### config.mk
export PLATFORM = sky130hd
export DESIGN_NAME = fp_addsub_issue
export DESIGN_NICKNAME = d
export VERILOG_FILES = /design/src/rtl/fp_issue_pkg.sv /design/src/rtl/fp_tag_fifo.sv /design/src/rtl/fp_addsub_issue.sv
export SDC_FILE = /design/constraint.sdc
export NUM_CORES = 1
export LEC_CHECK = 0
export ABC_AREA = 1
export BUFFER_PORTS_ARGS = -buffer_cell sky130_fd_sc_hd__clkbuf_2
export CAP_MARGIN = 5
export CORE_MARGIN = 4
export CORE_UTILIZATION = 40
export DETAILED_ROUTE_END_ITERATION = 6
export PLACE_DENSITY = 0.69
export SLEW_MARGIN = 20
export SYNTH_ARGS = -nofsm -noshare
export SYNTH_HDL_FRONTEND = slang
export SYNTH_SLANG_ARGS = --single-unit
### constraint.sdc
create_clock -name clock -period 2.8 [get_ports clock]
set_input_delay 0.28 -clock clock [delete_from_list [all_inputs] [get_ports clock]]
set_output_delay 0.28 -clock clock [all_outputs]
set_load 0.02 [all_outputs]
### src/rtl/fp_issue_pkg.sv
// Shared constants and types for the FP add/sub issue block.
package fp_issue_pkg;

    localparam logic [7:0] OP_ADD = 8'h00;
    localparam logic [7:0] OP_SUB = 8'h01;

    localparam int DEPTH_DEFAULT = 4;
    localparam int TAG_W_DEFAULT = 4;

    typedef enum logic {
        IDLE = 1'b0,
        SEND = 1'b1
    } issue_state_t;

endpackage

### src/rtl/fp_tag_fifo.sv
// Tag FIFO: holds the tags of operations in flight in the in-order core.
// The occupancy count doubles as the outstanding-operation count.
module fp_tag_fifo #(
    parameter int DEPTH = 4,
    parameter int TAG_W = 4,
    parameter int CNT_W = $clog2(DEPTH + 1)
) (
    input  logic             clock,
    input  logic             rstn,
    input  logic             push,
    input  logic [TAG_W-1:0] push_tag,
    input  logic             pop,
    output logic [TAG_W-1:0] head,
    output logic             full,
    output logic             empty,
    output logic [CNT_W-1:0] count
);

    localparam int PTR_W = (DEPTH > 1) ? $clog2(DEPTH) : 1;

    logic [TAG_W-1:0] mem [DEPTH];
    logic [PTR_W-1:0] wr_ptr;
    logic [PTR_W-1:0] rd_ptr;
    logic             do_push;
    logic             do_pop;

    assign full    = (count == CNT_W'(DEPTH));
    assign empty   = (count == '0);
    assign do_push = push && !full;
    assign do_pop  = pop && !empty;
    assign head    = mem[rd_ptr];

    function automatic logic [PTR_W-1:0] next_ptr(input logic [PTR_W-1:0] p);
        return (p == PTR_W'(DEPTH - 1)) ? '0 : p + PTR_W'(1);
    endfunction

    // Pointer and occupancy bookkeeping; a simultaneous push and pop leaves count unchanged.
    always_ff @(posedge clock or negedge rstn) begin
        if (!rstn) begin
            wr_ptr <= '0;
            rd_ptr <= '0;
            count  <= '0;
        end else begin
            if (do_push) wr_ptr <= next_ptr(wr_ptr);
            if (do_pop)  rd_ptr <= next_ptr(rd_ptr);
            if (do_push && !do_pop)
                count <= count + CNT_W'(1);
            else if (do_pop && !do_push)
                count <= count - CNT_W'(1);
        end
    end

    // Tag storage needs no reset: entries are only read between a push and its pop.
    always_ff @(posedge clock) begin
        if (do_push) mem[wr_ptr] <= push_tag;
    end

endmodule

### src/rtl/fp_addsub_issue.sv
// Issue/return wrapper around an AXI-stream floating-point add/sub core.
// Commands are split onto three independent operand channels; results are
// paired with their tags from an in-order tag FIFO.
module fp_addsub_issue
    import fp_issue_pkg::*;
#(
    parameter int DEPTH = DEPTH_DEFAULT,
    parameter int TAG_W = TAG_W_DEFAULT
) (
    input  logic             clock,
    input  logic             rstn,
    input  logic             cmd_valid,
    output logic             cmd_ready,
    input  logic [31:0]      cmd_a,
    input  logic [31:0]      cmd_b,
    input  logic             cmd_op,
    input  logic [TAG_W-1:0] cmd_tag,
    output logic             s_axis_a_tvalid,
    input  logic             s_axis_a_tready,
    output logic [31:0]      s_axis_a_tdata,
    output logic             s_axis_b_tvalid,
    input  logic             s_axis_b_tready,
    output logic [31:0]      s_axis_b_tdata,
    output logic             s_axis_operation_tvalid,
    input  logic             s_axis_operation_tready,
    output logic [7:0]       s_axis_operation_tdata,
    input  logic             m_axis_result_tvalid,
    output logic             m_axis_result_tready,
    input  logic [31:0]      m_axis_result_tdata,
    output logic             rsp_valid,
    input  logic             rsp_ready,
    output logic [31:0]      rsp_data,
    output logic [TAG_W-1:0] rsp_tag,
    output logic             err_orphan
);

    localparam int CNT_W = $clog2(DEPTH + 1);

    issue_state_t     state;
    logic [31:0]      a_reg;
    logic [31:0]      b_reg;
    logic             op_reg;
    logic             cmd_hs;
    logic             res_hs;
    logic             a_pend;
    logic             b_pend;
    logic             op_pend;
    logic [TAG_W-1:0] fifo_head;
    logic             fifo_full;
    logic             fifo_empty;
    logic [CNT_W-1:0] fifo_count;

    assign cmd_ready = (state == IDLE) && (fifo_count < CNT_W'(DEPTH)) && !fifo_full;
    assign cmd_hs    = cmd_valid && cmd_ready;

    // A channel stays pending while its tvalid is up and the core has not taken it.
    assign a_pend  = s_axis_a_tvalid && !s_axis_a_tready;
    assign b_pend  = s_axis_b_tvalid && !s_axis_b_tready;
    assign op_pend = s_axis_operation_tvalid && !s_axis_operation_tready;

    assign s_axis_a_tdata         = a_reg;
    assign s_axis_b_tdata         = b_reg;
    assign s_axis_operation_tdata = op_reg ? OP_SUB : OP_ADD;

    assign m_axis_result_tready = !rsp_valid || rsp_ready;
    assign res_hs               = m_axis_result_tvalid && m_axis_result_tready;

    fp_tag_fifo #(
        .DEPTH (DEPTH),
        .TAG_W (TAG_W),
        .CNT_W (CNT_W)
    ) u_tag_fifo (
        .clock    (clock),
        .rstn     (rstn),
        .push     (cmd_hs),
        .push_tag (cmd_tag),
        .pop      (res_hs),
        .head     (fifo_head),
        .full     (fifo_full),
        .empty    (fifo_empty),
        .count    (fifo_count)
    );

    // Issue FSM: latch a command, then retire each operand channel independently.
    always_ff @(posedge clock or negedge rstn) begin
        if (!rstn) begin
            state                   <= IDLE;
            a_reg                   <= '0;
            b_reg                   <= '0;
            op_reg                  <= 1'b0;
            s_axis_a_tvalid         <= 1'b0;
            s_axis_b_tvalid         <= 1'b0;
            s_axis_operation_tvalid <= 1'b0;
        end else begin
            case (state)
                IDLE: begin
                    if (cmd_hs) begin
                        a_reg                   <= cmd_a;
                        b_reg                   <= cmd_b;
                        op_reg                  <= cmd_op;
                        s_axis_a_tvalid         <= 1'b1;
                        s_axis_b_tvalid         <= 1'b1;
                        s_axis_operation_tvalid <= 1'b1;
                        state                   <= SEND;
                    end
                end
                SEND: begin
                    s_axis_a_tvalid         <= a_pend;
                    s_axis_b_tvalid         <= b_pend;
                    s_axis_operation_tvalid <= op_pend;
                    if (!a_pend && !b_pend && !op_pend)
                        state <= IDLE;
                end
            endcase
        end
    end

    // Response register: load on a tagged result, hold until the consumer takes it.
    always_ff @(posedge clock or negedge rstn) begin
        if (!rstn) begin
            rsp_valid <= 1'b0;
            rsp_data  <= '0;
            rsp_tag   <= '0;
        end else if (res_hs && !fifo_empty) begin
            rsp_valid <= 1'b1;
            rsp_data  <= m_axis_result_tdata;
            rsp_tag   <= fifo_head;
        end else if (rsp_ready) begin
            rsp_valid <= 1'b0;
        end
    end

    // Sticky flag for a result that arrives with no operation outstanding.
    always_ff @(posedge clock or negedge rstn) begin
        if (!rstn)
            err_orphan <= 1'b0;
        else if (res_hs && fifo_empty)
            err_orphan <= 1'b1;
    end

endmodule
=== Word-level counts from Yosys, hierarchy flattened ===
Memories as Yosys holds them, arrays and structs flattened. A register that Yosys moved wholly into a read port is not among the register bits.
Index checks and enable logic that the tools add are counted.

* Register bits: 110
* Latch bits: 0
* RAM bits: 16
* Bits in read-only memories: 0
* Word-level logic and storage cells: 71
* Memories kept: 1

{| class="wikitable"
|+ Memory list
! memory !! words !! width !! rd ports !! clocked after Yosys merged registers in !! wr ports !! line !! source
|-
| u_tag_fifo.mem || 4 || 4 || 1 || 1 || 1 || fp_tag_fifo.sv:21 || <nowiki>logic [TAG_W-1:0] mem [DEPTH];</nowiki>
|}

* Add/sub/neg operators: 4
* $mul: 0
* Div/mod/pow operators: 0
* $lt $le $gt $ge: 1
* Equal/unequal tests: 4
* Shift-type cells: 0
* Mux-type cells: 16
* Bitwise logic cells: 1
* Reductions and logical operators: 31

{| class="wikitable"
|+ Operator list
! operator !! count
|-
| logical AND 1 bit || 14
|-
| logical NOT 1 bit || 12
|-
| two-way mux 1 bit || 8
|-
| one-hot mux 1 bit (2 select lines) || 4
|-
| two-way mux 3 bit || 2
|-
| adder 2 x 1 -> 2 bit, second input constant || 2
|-
| equality test 2 bit, second input constant || 2
|-
| two-way mux 2 bit || 2
|-
| nonzero test 2 bit || 2
|-
| adder 3 x 1 -> 3 bit, second input constant || 1
|-
| equality test 3 bit, second input constant || 1
|-
| logical NOT 3 bit || 1
|-
| less-than comparator 3 bit, second input constant || 1
|-
| subtractor 3 x 1 -> 3 bit, second input constant || 1
|-
| inequality test 2 x 1 -> 1 bit, second input constant || 1
|-
| AND reduction 2 bit || 1
|-
| logical OR 1 bit || 1
|-
| NOT 1 bit || 1
|}

=== Depth between registers and ports, before layout ===
* Depth after elaboration: 9
* Depth in mapped cells: 11

=== Modules after synthesis ===
A second synthesis with hierarchy kept.

* Cell total of the unflattened synthesis: 602
* Area total of the unflattened synthesis: 5667.9 sq um

{| class="wikitable"
|+ Modules (own cells, without submodules)
! module !! instances !! cells each !! area each (sq um)
|-
| fp_addsub_issue || 1 || 495 || 4524.3
|-
| fp_tag_fifo || 1 || 107 || 1143.6
|}

=== Worst setup path after synthesis ===
No wires, ideal clock.

* Kind: register to register
* From: register u_tag_fifo.count[2]
* To: register u_tag_fifo.count[2]
* Arrival: 1.942 ns
* Required time: 2.677 ns
* Setup slack: 0.735 ns
* Cell stages (with the launch flop): 11
* Buffers on the path: 1
* Clock period less this slack: 2.065 ns
* Path through: dfrtp_1 -> nor2_2 -> nand2_2 -> inv_2 -> buf_4 -> ha_1 -> inv_1 -> fa_1 -> nand2_1 -> nand3_1 -> xor2_1

* Longest elaborated chain between the ends: 8
* Elaborated cells on any way between the ends: 19

{| class="wikitable"
|+ Ends and longest elaborated chain
! what !! line !! source
|-
| start: declaration || fp_tag_fifo.sv:16 || <nowiki>output logic [CNT_W-1:0] count</nowiki>
|-
| start signal: assignment || fp_tag_fifo.sv:47 || <nowiki>count <= count + CNT_W'(1);</nowiki>
|-
| start signal: assignment || fp_tag_fifo.sv:49 || <nowiki>count <= count - CNT_W'(1);</nowiki>
|-
| less-than comparator 3 bit / equality test 3 bit (equally long branches) || fp_addsub_issue.sv:53, fp_tag_fifo.sv:27 ||
|-
| logical AND 1 bit / logical NOT 1 bit (equally long branches) || fp_addsub_issue.sv:53 || <nowiki>assign cmd_ready = (state == IDLE) && (fifo_count < CNT_W'(DEPTH)) && !fifo_full;</nowiki>
|-
| logical AND 1 bit (*) || fp_addsub_issue.sv:53 ||
|-
| via cmd_ready || fp_addsub_issue.sv:13 || <nowiki>output logic cmd_ready,</nowiki>
|-
| logical AND 1 bit (*) || fp_addsub_issue.sv:54 || <nowiki>assign cmd_hs = cmd_valid && cmd_ready;</nowiki>
|-
| logical AND 1 bit (*) || fp_tag_fifo.sv:29 || <nowiki>assign do_push = push && !full;</nowiki>
|-
| via u_tag_fifo.do_push || fp_tag_fifo.sv:24 || <nowiki>logic do_push;</nowiki>
|-
| logical NOT 1 bit || fp_tag_fifo.sv:48 || <nowiki>else if (do_pop && !do_push)</nowiki>
|-
| logical AND 1 bit || fp_tag_fifo.sv:48 ||
|-
| nonzero test 2 bit (no line) || - ||
|}

Mark *: on every way through the listed nets, which the timed path passes. The rest lies on a longest branch. The select of a mux whose other input is x is not followed.
A chain may end at the register's enable or synchronous reset.

=== Final worst setup path ===
* From: register u_tag_fifo.count[0]
* To: register u_tag_fifo.count[2]

* Longest elaborated chain between the ends: 8
* Elaborated cells on any way between the ends: 19

{| class="wikitable"
|+ Ends and longest elaborated chain
! what !! line
|-
| less-than comparator 3 bit / equality test 3 bit (equally long branches) || fp_addsub_issue.sv:53, fp_tag_fifo.sv:27
|-
| logical AND 1 bit / logical NOT 1 bit (equally long branches) || fp_addsub_issue.sv:53, fp_tag_fifo.sv:29
|-
| logical AND 1 bit || fp_addsub_issue.sv:53
|-
| logical AND 1 bit || fp_addsub_issue.sv:54
|-
| logical AND 1 bit || fp_tag_fifo.sv:29
|-
| logical NOT 1 bit || fp_tag_fifo.sv:48
|-
| logical AND 1 bit || fp_tag_fifo.sv:48
|-
| nonzero test 2 bit (no line) || -
|}

Several ways; a longest one is shown, not always the timed one. The select of a mux whose other input is x is not followed.

==> results.cfg <==
[run_status]
status = finished clean

[finish]
num-fill-cells = 1170
finalNetCount = 913
antenna_cells = 0
drive_gt1_share_pct = 32.4
syn_to_final_growth_pct = 34.1

[yosys]
synth_warnings = 0
synth_edf_count = 16
synth_most_common_cell = nand2_1
netlist_area_sq_mm = 0.00523
ys_seq_area_share_pct = 63.7
ys_top_cells_by_count = nand2_1 (341), dfrtp_1 (114), inv_1 (33)
synth_compound_area_share_pct = 0.813
synth-simple-area-share_pct = 26.7
synthFlopType = dfrtp_1
yosys_register_bits = 130
syn_inst = 579
synth_top_area_share_pct = 54.5
synth_top_area_cell = dfrtp_1
synth_top_family_by_area = simple AND/OR/NAND/NOR gates
syn_avg_cell_area_sq_um = 9.04
async_flop_share_pct = 87.7
synthMuxAreaShare_pct = 0
synthAdderAreaFrac_pct = 1.82
ys_top_cells_by_area = dfrtp_1 (55%), nand2_1 (24%), edfxtp_1 (9.2%)
synth.distinct_cells = 21
yosys.area_share.xor_xnor_pct = 0.335

[critical_path]
path_class = flip-flop to flip-flop
path_cells = nor2_1, nand2_2, nand3_1, ha_1, inv_1, fa_1, nand2_1, nand3_1, xor2_1
crit_path_max_incr_delay_ns = 0.42
start_kind = flip-flop
cp-end-kind = flip-flop
cp_data_arrival_time_ns = 2.09
r2r-start = u_tag_fifo.count[0]$_DFFE_PN0P_
rr_endpoint = u_tag_fifo.count[2]$_DFFE_PN0P_
cp.required_ns = 3.09
path_max_fanout = 3
cpMaxStageDelayCell = dfrtp_1
crit_top_cell = nand3_1
reg2reg_depth = 9
rrSetupSlack_ns = 1.00

[pwr]
power_density_mw_per_mm2 = 1230
p_sw_uw = 3470
total_power_uw = 8620
power.share.clock_pct = 25.5
power_leakage_uw = 0.00408
pwr-share-seq_pct = 37.2
netSwitchingFraction_pct = 40.3
combPwrFrac_pct = 37.3
power.internal_uw = 5140
vdd_drop_max_mv = 0.565

[floorplan]
io_pins = 224
die_x_microns = 122
core.rowCount = 41
fp.dieH_microns = 122
core-area_sq_mm = 0.0127
initial_core_util_pct = 41.1
fp.dieArea_sq_mm = 0.0150

[detailed_routing]
wirelength_microns = 12600
drt_iter0_drc = 167
wl_per_cell_microns = 12.8
firstDrtPassIters = 4
final_antenna_net_count = 0
viasPerCell = 4.31
drc_errors = 0
vias = 4229

[timing]
worstMarginPinSlew_ns = 0.725
setup_viol = 0
finalHoldViolCount = 0
relSlewSlack_pct = 51.6
grt_setup_unrepaired = false
fin_worst_skew_ns = 0.00794
period_needed_ns = 1.80
setup_ws_ns = 1.00
tns_ns = 0
fmaxAchievable_mhz = 556
slew_violations = 0
period_share_pct = 64.3

[min_path]
min_path_cells = 3
hold_start = cmd_b[11]
holdPathEnd = s_axis_b_tdata[11]$_DFFE_PN0P_
holdCritPathClass = input pin to flip-flop

[run]
maxCapViolCount = 0

[placed_design]
portBuffers = 216
dp_slack_ns = 0.994
dp_hpwl_microns = 8930
globalplace.congestion = 0.787

[global_route]
grt_pass1_wl_microns = 19900
grt_max_degree = 73
overflow = 0
antenna_found_initial = 0
first_global_vias = 4124
grt.total_usage_pct = 17.1

[cts]
cts_tree = done
cts.clk_slew.worst_paths_ns = 0.06
cts_max_level = 4
cts_num_sinks = 130
clk_latency_ns = 0.41
cts_buffers = 17
clock-root-buffer = clkbuf_16
clock_path_buffers = 2
[layout make-up]
cell class                      count  area [sq um]  share of cell area [%]
Tap cell                          172           215                    3.07
Clock inverter                     11           128                    1.82
Sequential cell                   130          3330                    47.5
Clock buffer                       20           467                    6.65
Inverter                           36           135                    1.93
Multi-Input combinational cell    388          1580                    22.5
Timing Repair Buffer              224          1160                    16.5
[power groups by stage]
| stage | clock network (uW) | registers, uW | logic (uW) |
|---|---|---|---|
| 2_1_floorplan | 0 | 4020 | 1310 |
| 3_3_place_gp | 0 | 3220 | 3230 |
| 3_5_place_dp | 0 | 3200 | 3300 |
| 4_1_cts | 2250 | 3210 | 3280 |
| 5_1_grt | 2350 | 3310 | 3580 |
| 6_report | 2200 | 3200 | 3220 |
[worst max-delay path by stage]
stage	from	endpoint	slack [ns]	depth (start not counted)
3_3_place_gp	u_tag_fifo.count[0]$_DFFE_PN0P_	u_tag_fifo.count[2]$_DFFE_PN0P_	1.06	9
2_1_floorplan	u_tag_fifo.count[2]$_DFFE_PN0P_	u_tag_fifo.count[2]$_DFFE_PN0P_	0.74	10
3_5_place_dp	u_tag_fifo.count[0]$_DFFE_PN0P_	u_tag_fifo.count[2]$_DFFE_PN0P_	0.99	9
4_1_cts	u_tag_fifo.count[0]$_DFFE_PN0P_	u_tag_fifo.count[2]$_DFFE_PN0P_	0.99	9
5_1_grt	u_tag_fifo.count[0]$_DFFE_PN0P_	u_tag_fifo.count[2]$_DFFE_PN0P_	0.89	10
6_report	u_tag_fifo.count[0]$_DFFE_PN0P_	u_tag_fifo.count[2]$_DFFE_PN0P_	1.00	9
[worst max-delay path, delay by kind of cell, from the launching register on]
family	cells	cell delay, ns
XOR/XNOR	1	0.14
AND/OR/NAND/NOR	5	0.49
flip-flops	1	0.42
adder cells (fa/ha/maj)	2	0.56
buffers and inverters	1	0.07
[cells in the final DEF, fill, tap and decap left out]
cell	instances
nand2_1	341
clkbuf_2	215
dfrtp_1	114
inv_1	33
clkbuf_16	17
edfxtp_1	16
nand3_1	11
nor2_1	8
conb_1	7
buf_4	7
ha_1	6
nand2_2	3
inv_2	3
clkinvlp_4	3
inv_6	3
clkbuf_8	3
nor2_2	2
o21ai_0	2
o21ai_1	2
o211ai_1	2
clkinv_2	2
bufinv_16	2
xnor2_1	1
o21bai_1	1
xor2_1	1
fa_1	1
clkinv_4	1
dlygate4sd3_1	1
buf_12	1
[timing repair]
| item | in CTS | in global routing |
|---|---|---|
| hold endpoints to repair | 55 | 0 |
| buffers inserted | 0 | 0 |
| resized for setup | 0 | 0 |
| hold buffers | 1 | 0 |
[cell families (layout without fill, tap and decap cells)]
kind of cell,count (synthesis),in the layout
DFF,130,130
other,1,7
xor gates and xnor gates,2,2
buffers and inverters,67,291
and+or+nand+nor,365,365
adders and majority gates,7,7
AOI/OAI and AO/OA,7,7
[through the flow]
stage	util, %	cells	hold slack [ns]	instance area (sq um)
floorplan	-	585	-0.0156	5250
CTS	55.1	981	0.0504	7010
detailed placement	50.4	949	0.386	6410
global placement	50.4	949	0.388	6410
finish	55.1	981	0.0660	7010
global route	55.1	981	0.0522	7010
[metal layers]
layer	GRT usage, %	routed length, microns
met4	6.58	241
met2	25.4	5450
met1	21.9	5480
met5	0	0
met3	7.56	1390
No activity file was read; power rests on OpenSTA's default activity.
